<file path="config.mk">
export PLATFORM = sky130hd
export DESIGN_NAME = edge_timeout_monitor
export DESIGN_NICKNAME = d
export VERILOG_FILES = /design/src/rtl/edge_mon_pkg.sv /design/src/rtl/edge_timeout_ch.sv /design/src/rtl/edge_timeout_monitor.sv
export SDC_FILE = /design/constraint.sdc
export NUM_CORES = 1
export LEC_CHECK = 0
export BUFFER_PORTS_ARGS = -buffer_cell sky130_fd_sc_hd__buf_4
export CORE_MARGIN = 1
export CORE_UTILIZATION = 55
export DETAILED_ROUTE_END_ITERATION = 12
export PLACE_DENSITY = 0.77
export SLEW_MARGIN = 20
export SYNTH_ARGS = -nofsm -noshare
export SYNTH_HDL_FRONTEND = slang
export SYNTH_SLANG_ARGS = --single-unit
</file>
<file path="constraint.sdc">
create_clock -name clk -period 3.1 [get_ports clk]
set_input_delay 0.93 -clock clk [delete_from_list [all_inputs] [get_ports clk]]
set_output_delay 0.93 -clock clk [all_outputs]
set_load 0.02 [all_outputs]
</file>
<file path="src/rtl/edge_mon_pkg.sv">
// -----------------------------------------------------------------------------
// edge_mon_pkg
//   Shared types, default parameters and helpers for edge_timeout_monitor.
//
//   mon_state_t : per-channel FSM state (IDLE / WAIT)
//   DEF_NUM_CH  : default number of monitored channels
//   DEF_CNT_W   : default width of timeout limit and cycle counters
//   MAX_CNT_W   : widest counter the helpers support (CNT_W must be <= this)
//   sat_limit() : maps a timeout of 0 to 1, passes all other values through
// -----------------------------------------------------------------------------
package edge_mon_pkg;

    typedef enum logic {
        IDLE = 1'b0,
        WAIT = 1'b1
    } mon_state_t;

    localparam int DEF_NUM_CH = 4;
    localparam int DEF_CNT_W  = 16;
    localparam int MAX_CNT_W  = 32;

    // A zero limit would never be reached by cnt+1, so it is treated as 1.
    function automatic logic [MAX_CNT_W-1:0] sat_limit(input logic [MAX_CNT_W-1:0] t);
        return (t == '0) ? MAX_CNT_W'(1) : t;
    endfunction

endpackage : edge_mon_pkg

</file>
<file path="src/rtl/edge_timeout_ch.sv">
// -----------------------------------------------------------------------------
// edge_timeout_ch
//   One monitored channel: waits after an arm pulse for an edge of the latched
//   polarity and reports either the cycle count (done) or a timeout.
//
// Ports
//   clk, rst      : clock, synchronous active-high reset
//   arm_i         : start / restart the wait; latches pos_i and timeout_i
//   pos_i         : polarity at arm (1 = rising, 0 = falling)
//   timeout_i     : limit at arm (0 behaves as 1)
//   rise_i/fall_i : edge strobes computed by the top from sig vs sig_q
//   state_o       : current FSM state (busy is derived from it)
//   done_o        : registered 1-cycle pulse, edge seen
//   timed_out_o   : registered 1-cycle pulse, limit reached without an edge
//   cycles_o      : result of the last completed wait, held until the next
// -----------------------------------------------------------------------------
module edge_timeout_ch
    import edge_mon_pkg::*;
#(
    parameter int CNT_W = DEF_CNT_W
) (
    input  logic             clk,
    input  logic             rst,
    input  logic             arm_i,
    input  logic             pos_i,
    input  logic [CNT_W-1:0] timeout_i,
    input  logic             rise_i,
    input  logic             fall_i,
    output mon_state_t       state_o,
    output logic             done_o,
    output logic             timed_out_o,
    output logic [CNT_W-1:0] cycles_o
);

    mon_state_t       state_q, state_d;
    logic             pos_q, pos_d;
    logic [CNT_W-1:0] limit_q, limit_d;
    logic [CNT_W-1:0] cnt_q, cnt_d;
    logic             done_q, done_d;
    logic             to_q, to_d;
    logic [CNT_W-1:0] cycles_q, cycles_d;

    logic             edge_hit;
    logic [CNT_W-1:0] cnt_inc;
    logic             at_limit;

    assign edge_hit = pos_q ? rise_i : fall_i;
    assign cnt_inc  = cnt_q + CNT_W'(1);
    // cnt never exceeds limit-1, so cnt+1 cannot wrap.
    assign at_limit = (cnt_inc == limit_q);

    // State and datapath registers
    always_ff @(posedge clk) begin
        if (rst) begin
            state_q  <= IDLE;
            pos_q    <= 1'b0;
            limit_q  <= '0;
            cnt_q    <= '0;
            done_q   <= 1'b0;
            to_q     <= 1'b0;
            cycles_q <= '0;
        end else begin
            state_q  <= state_d;
            pos_q    <= pos_d;
            limit_q  <= limit_d;
            cnt_q    <= cnt_d;
            done_q   <= done_d;
            to_q     <= to_d;
            cycles_q <= cycles_d;
        end
    end

    // Next-state logic: arm always (re)enters WAIT, even from WAIT.
    always_comb begin
        state_d = state_q;
        case (state_q)
            IDLE: if (arm_i) state_d = WAIT;
            WAIT: begin
                if (arm_i)                      state_d = WAIT;
                else if (edge_hit || at_limit)  state_d = IDLE;
            end
            default: state_d = IDLE;
        endcase
    end

    // Output / datapath logic. An edge beats the limit on the same posedge;
    // a restart suppresses any pulse for the aborted wait.
    always_comb begin
        pos_d    = pos_q;
        limit_d  = limit_q;
        cnt_d    = cnt_q;
        done_d   = 1'b0;
        to_d     = 1'b0;
        cycles_d = cycles_q;
        if (arm_i) begin
            pos_d   = pos_i;
            limit_d = CNT_W'(sat_limit(MAX_CNT_W'(timeout_i)));
            cnt_d   = '0;
        end else if (state_q == WAIT) begin
            if (edge_hit) begin
                done_d   = 1'b1;
                cycles_d = cnt_inc;
            end else if (at_limit) begin
                to_d     = 1'b1;
                cycles_d = limit_q;
            end else begin
                cnt_d    = cnt_inc;
            end
        end
    end

    assign state_o     = state_q;
    assign done_o      = done_q;
    assign timed_out_o = to_q;
    assign cycles_o    = cycles_q;

endmodule : edge_timeout_ch

</file>
<file path="src/rtl/edge_timeout_monitor.sv">
// -----------------------------------------------------------------------------
// edge_timeout_monitor
//   Watches NUM_CH independent signals. Each channel, once armed, waits for an
//   edge of the chosen polarity and reports the wait length or a timeout.
//
// Ports
//   clk, rst      : clock, synchronous active-high reset
//   sig           : monitored signals (synchronous to clk)
//   arm           : per-channel start/restart pulse
//   pos           : per-channel polarity, sampled at arm (1 rising, 0 falling)
//   timeout_clks  : limit shared by all channels, sampled at arm
//   err_clr       : clears the sticky error
//   busy          : channel is waiting
//   done          : 1-cycle pulse, edge seen
//   timed_out     : 1-cycle pulse, limit reached
//   cycles        : per-channel result, channel i at [i*CNT_W +: CNT_W]
//   err           : sticky, any timeout since last clear
//   first_err_vld, first_err_ch : only with EDGE_MON_FIRST_ERR_EN defined;
//                   index of the first channel to time out since rst/err_clr
//
// Result protocol: done/timed_out are single-cycle strobes with no back
// pressure; cycles for that channel is valid from the strobe cycle onward and
// holds until the channel's next completion.
//
// Optional feature macro: EDGE_MON_FIRST_ERR_EN
// -----------------------------------------------------------------------------
module edge_timeout_monitor
    import edge_mon_pkg::*;
#(
    parameter int NUM_CH = DEF_NUM_CH,
    parameter int CNT_W  = DEF_CNT_W
) (
    input  logic                    clk,
    input  logic                    rst,
    input  logic [NUM_CH-1:0]       sig,
    input  logic [NUM_CH-1:0]       arm,
    input  logic [NUM_CH-1:0]       pos,
    input  logic [CNT_W-1:0]        timeout_clks,
    input  logic                    err_clr,
    output logic [NUM_CH-1:0]       busy,
    output logic [NUM_CH-1:0]       done,
    output logic [NUM_CH-1:0]       timed_out,
    output logic [NUM_CH*CNT_W-1:0] cycles,
    output logic                    err
`ifdef EDGE_MON_FIRST_ERR_EN
    ,
    output logic                    first_err_vld,
    output logic [((NUM_CH > 1) ? $clog2(NUM_CH) : 1)-1:0] first_err_ch
`endif
);

    logic [NUM_CH-1:0] sig_q;
    logic [NUM_CH-1:0] rise;
    logic [NUM_CH-1:0] fall;
    mon_state_t        ch_state [NUM_CH];
    logic              any_to;
    logic              err_q, err_d;

    // Edges are judged at each posedge from the live input vs last sample.
    assign rise = sig & ~sig_q;
    assign fall = ~sig & sig_q;

    for (genvar i = 0; i < NUM_CH; i++) begin : g_ch
        edge_timeout_ch #(
            .CNT_W (CNT_W)
        ) u_ch (
            .clk         (clk),
            .rst         (rst),
            .arm_i       (arm[i]),
            .pos_i       (pos[i]),
            .timeout_i   (timeout_clks),
            .rise_i      (rise[i]),
            .fall_i      (fall[i]),
            .state_o     (ch_state[i]),
            .done_o      (done[i]),
            .timed_out_o (timed_out[i]),
            .cycles_o    (cycles[i*CNT_W +: CNT_W])
        );
        assign busy[i] = (ch_state[i] == WAIT);
    end

    assign any_to = |timed_out;
    // A timeout strobe sets err even when err_clr arrives in the same cycle.
    assign err_d  = any_to | (err_q & ~err_clr);
    assign err    = err_q;

    always_ff @(posedge clk) begin
        if (rst) begin
            sig_q <= '0;
            err_q <= 1'b0;
        end else begin
            sig_q <= sig;
            err_q <= err_d;
        end
    end

`ifdef EDGE_MON_FIRST_ERR_EN
    localparam int FE_W = (NUM_CH > 1) ? $clog2(NUM_CH) : 1;

    logic            fe_vld_q, fe_vld_d;
    logic [FE_W-1:0] fe_ch_q, fe_ch_d;
    logic [FE_W-1:0] low_ch;

    // Lowest-index channel among this cycle's timeouts.
    always_comb begin
        low_ch = '0;
        for (int i = NUM_CH - 1; i >= 0; i--) begin
            if (timed_out[i]) low_ch = FE_W'(i);
        end
    end

    // Capture only when empty (or being cleared this cycle); hold otherwise.
    always_comb begin
        fe_vld_d = fe_vld_q;
        fe_ch_d  = fe_ch_q;
        if (err_clr) fe_vld_d = 1'b0;
        if (any_to && (!fe_vld_q || err_clr)) begin
            fe_vld_d = 1'b1;
            fe_ch_d  = low_ch;
        end
    end

    always_ff @(posedge clk) begin
        if (rst) begin
            fe_vld_q <= 1'b0;
            fe_ch_q  <= '0;
        end else begin
            fe_vld_q <= fe_vld_d;
            fe_ch_q  <= fe_ch_d;
        end
    end

    assign first_err_vld = fe_vld_q;
    assign first_err_ch  = fe_ch_q;
`endif

endmodule : edge_timeout_monitor
</file>
==> run metrics <==
status=finished clean; Syn. warnings=0; Synth top area share=35.1%; Worst path max stage delay=~530 ps; min cycle time layout=between 2000 and 3000 ps; worst flop-to-flop path endpoint=g_ch[0].u_ch.cnt_q[14]$_SDFFE_PP0P_; Tot GR Track Use=29.2%; Leakage Power=0.00557 uW; peak supply drop=415 uV; final core utilization=between 60 and 70%; Top Ports=between 100 and 150; initial drt markers=900; Die Y-Extent=around 150 um; power per cell area=around 470 nW/um^2; crit-path cells=nand4_1 > buf_4 > or4_1 > xor2_1 > a221oi_1 > and4_1 > a21o_2 > buf_4 > or3_1 > a21oi_1; Slew headroom=between 50% and 60%; Reg area=4270 um^2; Setup CP Type=reg -> reg; DRC=0; clk_skew=8.82 ps; clock slew at reported path FFs=approximately 60 ps; Yosys top cell by area=dfxtp_1; NetSw=roughly 1700 uW; ranking of synthesized cells by area=dfxtp_1, mux2i_1, xnor2_1, nor2_1, a21oi_1; main flop type after synthesis=dfxtp_1; sequential share of power=about 43%; Antenna Cells=0; DR vias=about 11000; CTS Buf Count=24; flop2flop setup slack=between 150 and 200 ps; DRT antenna net count=0; Max Cap Viol=0; WP buf/inv=2; Max Clk Rate=around 340 MHz; register area share after synthesis=between 30% and 40%; dpl hpwl=about 24000 um; first-pass GRT wire length=about 53000 um; Hold Violations, Final=0; drt wl/cell=approximately 18 um; hold depth=2; Multi-input gate area=between 7000 and 8000 um^2; hold wc startpoint=g_ch[3].u_ch.cycles_o[8]$_SDFFE_PP0P_; vias in the first global route=approximately 10000; Hold Crit Class=reg -> reg; flops & latches, synth=between 200 and 250; CP Capture Type=flip-flop; most used cell, CP=buf_4; Port-buffer cells=107; Finish-stage setup viols=0; Syn Inst Count=between 1000 and 1500; vias per cell=a little under 6; Worst Reg2Reg Path Length in Cells=10; CP top delay family=simple AND/OR/NAND/NOR gates; mapped cell area=12200 um^2; fin. max-slew vios=0; switching share of power=approximately a quarter; CTS sink cnt=213; setup_tns=0 ps; Routed WL=between 30000 and 40000 um; Combinational Power Share=around 10%; Slew @ Worst Pin=between 600 and 700 ps; Pint=between 5000 and 6000 uW; RSZ-0062 raised after global routing=false; Rows=between 50 and 60; commonest cells after routing, fill and taps aside=dfxtp_1, buf_4, nor2_1; Die Wd=~150 um; RR Startpoint=g_ch[0].u_ch.cnt_q[5]$_SDFFE_PP0P_; fraction of layout cells with a size suffix above 1=a little under a fifth; H-tree levels=1; hold path endpoint=g_ch[3].u_ch.cycles_o[8]$_SDFFE_PP0P_; TritonRoute pass-1 iters=5; largest net degree at the start of global routing=49; Critical Path AT=3380 ps; clock root cell=clkbuf_16; initial antenna violation count=0; Initial Util=approximately 56%; Post-synth EDFFs=0; CTS max path bufs=3; fin crit share=between 90% and 100%; GRT Residual Overflow=0; Placer Congestion=a little under 1; fillers=approximately 1800; clock share of power=46.8%; Critical Path Start Type=flip-flop; maximum fanout along the worst path=9; Slowest cell on crit path=or4_1; Req. time, crit path=between 3000 and 4000 ps; share of flip-flops with an asynchronous set or reset=0%; core outline area=21800 um^2; Die ar.=about 23000 um^2; commonest non-fill, non-tap cell in the layout=dfxtp_1; syn avg cell area=approximately 8.3 um^2; Yosys cell types=between 80 and 90; Synth Net Count=1500; area delta synth->final=18.5%; Worst-Skew Late Latency=between 500 and 600 ps; # nets final=around 1600; CTS tree=built
## what timing repair did
action	CTS	global route
hold buffers	0	0
gates resized for setup	0	12
setup buffers	0	4
setup endpoints to repair	0	58
## cells in the mapped netlist, types with 10 or more instances
library cell and number:
mux2i_1 101, nand4_1 21, xnor3_1 10, nand2b_1 12, dfxtp_1 213, xor2_1 43
xnor2_1 90, clkbuf_1 64, nand3_1 40, o2111ai_1 18, nor2b_1 13, o21a_1 10
or3_1 31, nor4_1 26, a211o_1 13, nand2_1 110, buf_1 14, inv_1 18
o21ai_0 82, buf_2 32, o211ai_1 12, nor3_1 31, nor2_1 192, a21oi_1 85
buf_4 19, nor3b_1 11
## metal layers
metal  GRT usage (%)  part of all wire, %
met3            3.36                  5.8
met2            49.0                   48
met4            7.80                  2.0
met1            39.6                   45
met5               0                    0
## sequential cells by signal, summed over array words and instances, names as in the netlist
register	flops
g_ch.u_ch.done_o	4
err	1
g_ch.u_ch.timed_out_o	4
g_ch.u_ch.limit_q	64
g_ch.u_ch.state_o	4
g_ch.u_ch.cycles_o	64
sig_q	4
g_ch.u_ch.cnt_q	64
g_ch.u_ch.pos_q	4
## power groups by stage
| stage | Clock, uW | Combinational (uW) | Sequential [uW] |
|---|---|---|---|
| 5_1_grt | 3300 | 754 | 2910 |
| 3_3_place_gp | 0 | 668 | 2950 |
| 2_1_floorplan | 0 | 472 | 2930 |
| 6_report | 3170 | 696 | 2900 |
| 3_5_place_dp | 0 | 681 | 2960 |
| 4_1_cts | 3200 | 687 | 2900 |
## worst max-delay path by stage
stage / startpoint / depth (start not counted) / to / slack, ps
5_1_grt: g_ch[0].u_ch.cnt_q[0]$_SDFFE_PP0P_ / 12 / g_ch[0].u_ch.cycles_o[14]$_SDFFE_PP0P_ / 5
2_1_floorplan: g_ch[3].u_ch.cnt_q[0]$_SDFFE_PP0P_ / 12 / g_ch[3].u_ch.cycles_o[11]$_SDFFE_PP0P_ / 150
3_3_place_gp: g_ch[0].u_ch.cnt_q[5]$_SDFFE_PP0P_ / 9 / g_ch[0].u_ch.cnt_q[13]$_SDFFE_PP0P_ / 120
4_1_cts: g_ch[2].u_ch.cnt_q[2]$_SDFFE_PP0P_ / 9 / g_ch[2].u_ch.cycles_o[4]$_SDFFE_PP0P_ / 80
6_report: g_ch[0].u_ch.cnt_q[5]$_SDFFE_PP0P_ / 10 / g_ch[0].u_ch.cnt_q[14]$_SDFFE_PP0P_ / 170
3_5_place_dp: g_ch[0].u_ch.cnt_q[5]$_SDFFE_PP0P_ / 9 / g_ch[0].u_ch.cycles_o[14]$_SDFFE_PP0P_ / 100
## cell type report
type,instances,share of cell area [%]
Multi-Input combinational cell,1097,49.9
Inverter,18,0.469
Clock inverter,12,1.35
Timing Repair Buffer,210,11.4
Clock buffer,32,4.80
Sequential cell,213,29.6
Tap cell,280,2.43
## kinds of logic (layout without fill, tap and decap cells)
kind of cell	Yosys count	after routing	share of synthesized area [%]
AOI/OAI and AO/OA	290	290	15.2
xor gates and xnor gates	144	144	11.6
muxes	104	104	8.59
and+or+nand+nor	554	554	22.8
buffers and inverters	155	272	6.21
adders and majority gates	5	5	0.494
DFF	213	213	35.1
## worst register-to-register path: stages, from the launching register on
cell	delay, ps
dfxtp_1	450
nand4_1	120
buf_4	190
or4_1	530
xor2_1	230
a221oi_1	120
and4_1	230
a21o_2	280
buf_4	180
or3_1	370
a21oi_1	170
## metrics by stage
stage                     worst slack, ps  hold WS (ps)  area, um^2  instances  power, uW
after CTS                            82.8           457       14300       1858       6790
after detailed placement              103           445       13500       1814       3640
after global routing                 4.74           479       14400       1862       6960
after global placement                123           442       13500       1814       3620
after floorplan                       154           444       12200       1465       3400
final                                 171           454       14400       1862       6760
No activity file was read; power rests on OpenSTA's default activity.
